**src/rtl/reg_scoreboard_if.sv**
```systemverilog
// ID-stage / writeback-side bundle for reg_scoreboard.
// The master side (the ID stage and the long-latency units) drives the
// request fields. The slave side (the scoreboard) drives the status fields.
interface reg_scoreboard_if #(
  parameter int MAX_OUTSTANDING = 4
);
  localparam int CNT_W = $clog2(MAX_OUTSTANDING + 1);

  logic             rs1_rena_ID;
  logic [5:0]       rs1_addr_ID;
  logic             rs2_rena_ID;
  logic [5:0]       rs2_addr_ID;
  logic             rs3_rena_ID;
  logic [5:0]       rs3_addr_ID;
  logic             rd_wena_ID;
  logic [5:0]       rd_addr_ID;
  logic             issue_mc;
  logic             done_valid;
  logic [5:0]       done_addr;
  logic [63:0]      pending;
  logic [CNT_W-1:0] outstanding;
  logic             sb_full;
  logic             sb_stall_ID;
  logic             sb_error;

  modport master (
    output rs1_rena_ID, rs1_addr_ID, rs2_rena_ID, rs2_addr_ID,
           rs3_rena_ID, rs3_addr_ID, rd_wena_ID, rd_addr_ID,
           issue_mc, done_valid, done_addr,
    input  pending, outstanding, sb_full, sb_stall_ID, sb_error
  );

  modport slave (
    input  rs1_rena_ID, rs1_addr_ID, rs2_rena_ID, rs2_addr_ID,
           rs3_rena_ID, rs3_addr_ID, rd_wena_ID, rd_addr_ID,
           issue_mc, done_valid, done_addr,
    output pending, outstanding, sb_full, sb_stall_ID, sb_error
  );
endinterface

```
**src/rtl/reg_scoreboard.sv**
```systemverilog
// Register scoreboard for long-latency operations (integer divide, FP div/sqrt).
// The scoreboard keeps one pending bit per register in the unified 64-entry space.
// Addresses 0..31 are x0..x31 and addresses 32..63 are f0..f31.
// Register x0 is never tracked.
// The ID stage is stalled on a RAW or WAW hazard against a pending destination.
// The ID stage is also stalled when a new multi-cycle destination would exceed capacity.
module reg_scoreboard #(
  parameter int MAX_OUTSTANDING = 4,
  parameter bit EARLY_RELEASE   = 1'b1
) (
  input logic            clk,
  input logic            reset,
  reg_scoreboard_if.slave sb
);
  localparam int CNT_W = $clog2(MAX_OUTSTANDING + 1);
  localparam logic [CNT_W-1:0] MAX_CNT = CNT_W'(MAX_OUTSTANDING);

  logic [63:0]      pending_state;
  logic [CNT_W-1:0] count_state;
  logic             error_state;

  logic [63:0]      eff;
  logic             at_max;
  logic             set_req;
  logic             clr;
  logic             full_block;
  logic             waw_violation;
  logic             set_ok;
  logic             bad_done;
  logic [63:0]      pending_next;
  logic [CNT_W-1:0] count_next;
  logic             raw_1;
  logic             raw_2;
  logic             raw_3;
  logic             waw;
  logic             full_hz;

  assign at_max = (count_state == MAX_CNT);
  assign clr    = sb.done_valid && pending_state[sb.done_addr];

  // Build the hazard view. With early release, a register that completes this
  // cycle is already readable through the writeback bypass, so it is not checked.
  always_comb begin
    eff = pending_state;
    if (EARLY_RELEASE && sb.done_valid) begin
      eff[sb.done_addr] = 1'b0;
    end
  end

  // Compute the stall request. A full scoreboard blocks a new writer only if
  // no entry is released in the same cycle.
  always_comb begin
    raw_1   = sb.rs1_rena_ID && (sb.rs1_addr_ID != 6'd0) && eff[sb.rs1_addr_ID];
    raw_2   = sb.rs2_rena_ID && (sb.rs2_addr_ID != 6'd0) && eff[sb.rs2_addr_ID];
    raw_3   = sb.rs3_rena_ID && (sb.rs3_addr_ID != 6'd0) && eff[sb.rs3_addr_ID];
    waw     = sb.rd_wena_ID && (sb.rd_addr_ID != 6'd0) && eff[sb.rd_addr_ID];
    full_hz = sb.rd_wena_ID && (sb.rd_addr_ID != 6'd0) && at_max && !clr;
  end

  // Qualify the issue and completion events. When a completion and a new issue
  // target the same register, the new issue wins.
  always_comb begin
    set_req       = sb.issue_mc && sb.rd_wena_ID && (sb.rd_addr_ID != 6'd0);
    full_block    = at_max && !clr;
    waw_violation = pending_state[sb.rd_addr_ID] &&
                    !(clr && (sb.done_addr == sb.rd_addr_ID));
    set_ok        = set_req && !full_block && !waw_violation;
    bad_done      = sb.done_valid && !pending_state[sb.done_addr];

    pending_next = pending_state;
    if (clr) begin
      pending_next[sb.done_addr] = 1'b0;
    end
    if (set_ok) begin
      pending_next[sb.rd_addr_ID] = 1'b1;
    end

    count_next = count_state;
    if (set_ok && !clr) begin
      count_next = count_state + CNT_W'(1);
    end else if (clr && !set_ok) begin
      count_next = count_state - CNT_W'(1);
    end
  end

  // Update the bitmap, the count and the sticky error flag. Reset discards every
  // in-flight entry.
  always_ff @(posedge clk or posedge reset) begin
    if (reset) begin
      pending_state <= 64'd0;
      count_state   <= '0;
      error_state   <= 1'b0;
    end else begin
      pending_state <= pending_next;
      count_state   <= count_next;
      if (bad_done || (set_req && (full_block || waw_violation))) begin
        error_state <= 1'b1;
      end
    end
  end

  assign sb.pending     = pending_state;
  assign sb.outstanding = count_state;
  assign sb.sb_error    = error_state;
  assign sb.sb_full     = !reset && at_max;
  assign sb.sb_stall_ID = !reset && (raw_1 || raw_2 || raw_3 || waw || full_hz);
endmodule

```
**src/flat_wrapper.sv**
```systemverilog
// flat-port wrapper written by rule: the top's interface ports become plain ports
module reg_scoreboard_flat 
#(
  parameter int MAX_OUTSTANDING = 4,
  parameter bit EARLY_RELEASE   = 1'b1
)
  (clk, reset, sb_rs1_rena_ID, sb_rs1_addr_ID, sb_rs2_rena_ID, sb_rs2_addr_ID, sb_rs3_rena_ID, sb_rs3_addr_ID, sb_rd_wena_ID, sb_rd_addr_ID, sb_issue_mc, sb_done_valid, sb_done_addr, sb_pending, sb_outstanding, sb_sb_full, sb_sb_stall_ID, sb_sb_error);
  reg_scoreboard_if #(.MAX_OUTSTANDING(MAX_OUTSTANDING)) sb_i ();
  input logic clk;
  input logic reset;
  input wire logic [$bits(sb_i.rs1_rena_ID)-1:0] sb_rs1_rena_ID;
  input wire logic [$bits(sb_i.rs1_addr_ID)-1:0] sb_rs1_addr_ID;
  input wire logic [$bits(sb_i.rs2_rena_ID)-1:0] sb_rs2_rena_ID;
  input wire logic [$bits(sb_i.rs2_addr_ID)-1:0] sb_rs2_addr_ID;
  input wire logic [$bits(sb_i.rs3_rena_ID)-1:0] sb_rs3_rena_ID;
  input wire logic [$bits(sb_i.rs3_addr_ID)-1:0] sb_rs3_addr_ID;
  input wire logic [$bits(sb_i.rd_wena_ID)-1:0] sb_rd_wena_ID;
  input wire logic [$bits(sb_i.rd_addr_ID)-1:0] sb_rd_addr_ID;
  input wire logic [$bits(sb_i.issue_mc)-1:0] sb_issue_mc;
  input wire logic [$bits(sb_i.done_valid)-1:0] sb_done_valid;
  input wire logic [$bits(sb_i.done_addr)-1:0] sb_done_addr;
  output wire logic [$bits(sb_i.pending)-1:0] sb_pending;
  output wire logic [$bits(sb_i.outstanding)-1:0] sb_outstanding;
  output wire logic [$bits(sb_i.sb_full)-1:0] sb_sb_full;
  output wire logic [$bits(sb_i.sb_stall_ID)-1:0] sb_sb_stall_ID;
  output wire logic [$bits(sb_i.sb_error)-1:0] sb_sb_error;
  assign sb_i.rs1_rena_ID = sb_rs1_rena_ID;
  assign sb_i.rs1_addr_ID = sb_rs1_addr_ID;
  assign sb_i.rs2_rena_ID = sb_rs2_rena_ID;
  assign sb_i.rs2_addr_ID = sb_rs2_addr_ID;
  assign sb_i.rs3_rena_ID = sb_rs3_rena_ID;
  assign sb_i.rs3_addr_ID = sb_rs3_addr_ID;
  assign sb_i.rd_wena_ID = sb_rd_wena_ID;
  assign sb_i.rd_addr_ID = sb_rd_addr_ID;
  assign sb_i.issue_mc = sb_issue_mc;
  assign sb_i.done_valid = sb_done_valid;
  assign sb_i.done_addr = sb_done_addr;
  assign sb_pending = sb_i.pending;
  assign sb_outstanding = sb_i.outstanding;
  assign sb_sb_full = sb_i.sb_full;
  assign sb_sb_stall_ID = sb_i.sb_stall_ID;
  assign sb_sb_error = sb_i.sb_error;
  reg_scoreboard #(.MAX_OUTSTANDING(MAX_OUTSTANDING), .EARLY_RELEASE(EARLY_RELEASE)) u_core (.clk(clk), .reset(reset), .sb(sb_i));
endmodule
```
**config.mk**
```make
export PLATFORM = sky130hd
export DESIGN_NAME = reg_scoreboard_flat
export DESIGN_NICKNAME = d
export VERILOG_FILES = /design/src/rtl/reg_scoreboard_if.sv /design/src/rtl/reg_scoreboard.sv /design/src/flat_wrapper.sv
export SDC_FILE = /design/constraint.sdc
export NUM_CORES = 1
export LEC_CHECK = 0
export CAP_MARGIN = 10
export CORE_MARGIN = 5
export CORE_UTILIZATION = 45
export CTS_CLUSTER_DIAMETER = 100
export DETAILED_ROUTE_END_ITERATION = 7
export GPL_ROUTABILITY_DRIVEN = 0
export HOLD_SLACK_MARGIN = 0.05
export PLACE_DENSITY = 0.7
export SLEW_MARGIN = 0
export SYNTH_ARGS = -nofsm -noshare
export SYNTH_HDL_FRONTEND = slang
export SYNTH_SLANG_ARGS = --single-unit
```
**constraint.sdc**
```tcl
create_clock -name clk -period 3.55 [get_ports clk]
set_input_delay 0.5325 -clock clk [delete_from_list [all_inputs] [get_ports clk]]
set_output_delay 0.5325 -clock clk [all_outputs]
set_load 0.005 [all_outputs]
```
==> results by group <==
Global route
  • Initial antenna violation count: 0
  • Grt ovf: 0
  • Tot GR Track Use: 0.3756
  • Number of global-route vias before repair: 7808
  • First-pass GRT wire length: 46100 um
  • Largest net degree at the start of global routing: 64

Setup path
  • Data arrival, critical path: 3050 ps
  • Crit path required time: 3020 ps
  • Buf/Inv on CP: 5
  • Worst Path Max Fanout: 10
  • CP top delay family: compound AO/OA/AOI/OAI gates
  • CP peak stage delay: 370 ps
  • Startpoint Class: input port
  • Critical-path cell list: buf_2, nand3b_1, buf_4, buf_4, o21ai_2, buf_4, mux2i_1, a31oi_1, o21ai_0, o21ai_0, or3_1, o32a_1, o221ai_2, buf_2
  • Most frequent CP cell: buf_4
  • Critical Path Slowest Stage Cell: or3_1
  • Critical Path End Type: output port
  • CP Class: input port to output port

Power and ir drop
  • Sequential power share: 0.271
  • Tot Pwr: 3914 uW
  • Logic pwr share: 0.490
  • Peak supply drop: 0.2631 mV
  • Power share of the clock group: 0.239
  • Cell area power density: 396.4 mW/mm2
  • Psw: 1429 uW
  • Switching share of power: 0.3651
  • Internal power: 2485 uW
  • Leakage Power: 0.004007 uW

Synthesis
  • Area leader, netlist: dfrtp_1
  • Net Count, Synth: 649
  • FFs w/ async S/R, synth: 1.000
  • Synth Register Bits: 68
  • Post-synthesis instance area: 0.006233 mm2
  • Prevailing post-synth register cell: dfrtp_1
  • Syn_area_per_cell: 10.24 um2
  • Count of cell types in the netlist: 66
  • Post-synth EDFFs: 0
  • Post-synthesis sequential area ratio: 0.2730
  • Synth area leaders: dfrtp_1 27%, mux4_2 20%, o31ai_2 6.2%
  • Post-Synthesis Cells: 609
  • Top cell type's share of synthesized area: 0.2730
  • Ys Warns: 0

STA
  • Worst slew pin tran: 898.2 ps
  • Setup-failing EPs final: 2
  • Final worst slack: -31.37 ps
  • Endpoints failing hold: 0
  • Fmax: 279.2 MHz
  • Final Critical Period: 3581 ps
  • Fin. max-slew vios: 0
  • Slew headroom: 0.3995
  • Unrepaired setup endpoints after global routing: yes
  • Final worst-path cycle share: 1.009
  • Clock Skews: 11.66 ps
  • TNS Setup: -32.49 ps

Clocking
  • Clock transition at path regs: 60 ps
  • H-tree lvl count: 3
  • Worst-Skew Late Latency: 360 ps
  • Root Buffer: clkbuf_16
  • CTS Buf Count: 9
  • CTS tree: built
  • Sink Count: 68
  • Clk buf depth: 2

Floorplanning
  • FP Rows: 43
  • Top Ports: 108
  • Die X: 127.7 um
  • Die Height: 127.7 um
  • Starting density of the core: 0.4544
  • Core Footprint: 0.01372 mm2
  • DIE AREA: 0.01631 mm2

Cells and area
  • Post-layout net count: 976
  • Multi-input logic area: 0.004375 mm2
  • Fraction of layout cells with a size suffix above 1: 0.4591
  • Area grow syn2layout: 58.37%
  • Fill cell count: 919
  • # diodes: 0
  • FF/Latch Area: 0.001702 mm2

Status
  • Status: complete, but fails checks
  • Violated checks: DRC, setup timing

Routing
  • Final WL: 31730 um
  • Drt via density: 7.161
  • Pre-Repair DR Iteration Count: 8
  • DRC viols: 56
  • ANT nets after route: 0
  • Routed wire per std cell: 28.30 um
  • Total number of vias: 8028
  • First DRT Iteration DRCs: 1409

Job
  • Max Cap Viol: 0

Min path
  • Worst Hold Class: flop to flop

Place
  • PortBufs: 107
  • Dpl hpwl: 21870 um
layout by cell type, fill, tap and decap left out, types with 8 or more instances in the layout:
cell type,count
nand2_1,18
nor2_1,42
clkbuf_16,10
o31ai_1,33
o31ai_2,31
buf_4,242
mux2_2,10
buf_6,17
nand3_1,11
clkdlybuf4s50_1,95
o211ai_1,8
dfrtp_1,68
mux4_2,55
o21ai_0,45
mux2i_1,25
nor3_1,16
o21ai_1,26
nand3b_1,10
inv_1,8
a21oi_1,11
sequential cells by signal, summed over array words and instances (netlist names):
register               count
u_core.sb.sb_error         1
u_core.sb.outstanding      3
u_core.sb.pending         64
final timing paths:
kind / start / endpoint / slack (ps) / cells past startpoint
worst max-delay path: sb_done_addr[4] / sb_sb_stall_ID / -30 / 14
worst min-delay path: u_core.sb.sb_error / u_core.sb.sb_error / 500 / 2
worst max register to register: u_core.sb.pending[8] / u_core.sb.outstanding[2] / 40 / 16
worst min register to register: u_core.sb.sb_error / u_core.sb.sb_error / 500 / 2
max in group asynchronous: reset / u_core.sb.pending[23] / 2390 / 3
min in group asynchronous: reset / u_core.sb.pending[53] / 790 / 3
power by group through the flow:
stage	Clock [uW]	Sequential (uW)	Combinational (uW)
3_5_place_dp	0	1050	1680
3_3_place_gp	0	1040	1640
5_1_grt	968	1060	1990
6_report	937	1060	1920
4_1_cts	927	1040	1770
2_1_floorplan	0	1030	733
cell families (layout without fill, tap and decap cells):
group           count (synthesis)  after routing  synth area share
compound gates                212            212            0.2465
flops                          68             68            0.2730
simple gates                  153            155            0.1377
mux                            94             94            0.2635
buf+inv                        71            401           0.06142
fa+ha+maj                       2              2          0.005219
xor+xnor                        9              9           0.01265
per-layer routing:
layer  up-vias  track usage  share of wire
met5         -            0              0
met4         0       0.2578          0.092
met3       298       0.1267           0.16
met2       932       0.5695           0.43
met1      3698       0.4515           0.32
li1       3100            -              -
final cells by class:
cell class	count	share of cell area
Multi-Input combinational cell	472	0.4432
Clock inverter	5	0.006084
Inverter	12	0.005070
Clock buffer	11	0.02459
Timing Repair Buffer	373	0.3259
Sequential cell	68	0.1724
Tap cell	180	0.02281
repair_timing:
action	in CTS	in global routing
endpoints found under the setup margin	66	60
gates cloned	5	2
pin swaps	15	13
buffers inserted	12	22
hold buffers	0	0
gates resized for setup	90	44
synthesized netlist by cell type (4+ instances only):
| master | number |
|---|---|
| dfrtp_1 | 68 |
| o21ai_0 | 65 |
| mux4_2 | 55 |
| nor2_1 | 43 |
| o31ai_1 | 33 |
| o31ai_2 | 31 |
| mux2i_1 | 28 |
| nand2_1 | 19 |
| buf_2 | 18 |
| clkbuf_1 | 16 |
| nor3_1 | 16 |
| o21ai_1 | 15 |
| a21oi_1 | 12 |
| nand3_1 | 12 |
| inv_1 | 10 |
| mux2_2 | 10 |
| nand3b_1 | 10 |
| buf_1 | 9 |
| buf_6 | 9 |
| a211oi_1 | 8 |
| o211ai_1 | 8 |
| buf_4 | 7 |
| nor2b_1 | 7 |
| or3_1 | 6 |
| xor2_1 | 6 |
| a31oi_1 | 5 |
| nand2b_1 | 5 |
| nand4_1 | 5 |
| nor3b_1 | 5 |
| o22ai_1 | 5 |
| a22oi_1 | 4 |
| a32oi_1 | 4 |
| nand4b_1 | 4 |
| or3b_2 | 4 |
worst reg2reg max path, cell delays in order, from the launching register on:
cell,delay [ps]
dfrtp_1,460
mux4_2,530
mux2i_4,210
o22ai_1,130
nor3_2,300
nand4_1,220
a21oi_2,180
o2bb2a_4,210
buf_6,120
nand3_4,70
inv_2,70
ha_4,120
inv_1,50
fa_2,340
xor2_1,150
nor2_1,120
xor2_1,160
per-stage QoR:
| step | hold WS [ps] | instance area [um2] | util | cells | setup WS (ps) |
|---|---|---|---|---|---|
| after floorplan | 467.3 | 6233 | - | 609 | 93.65 |
| after global placement | 464.6 | 8959 | 0.6530 | 1064 | -851.4 |
| after detailed placement | 485.7 | 8959 | 0.6530 | 1064 | -906.6 |
| after CTS | 498.1 | 9624 | 0.7015 | 1097 | -3.665 |
| after global routing | 543.0 | 9872 | 0.7196 | 1121 | -106.6 |
| final | 495.5 | 9872 | 0.7196 | 1121 | -31.37 |
Note: power is estimated with default switching activity, not from simulation.
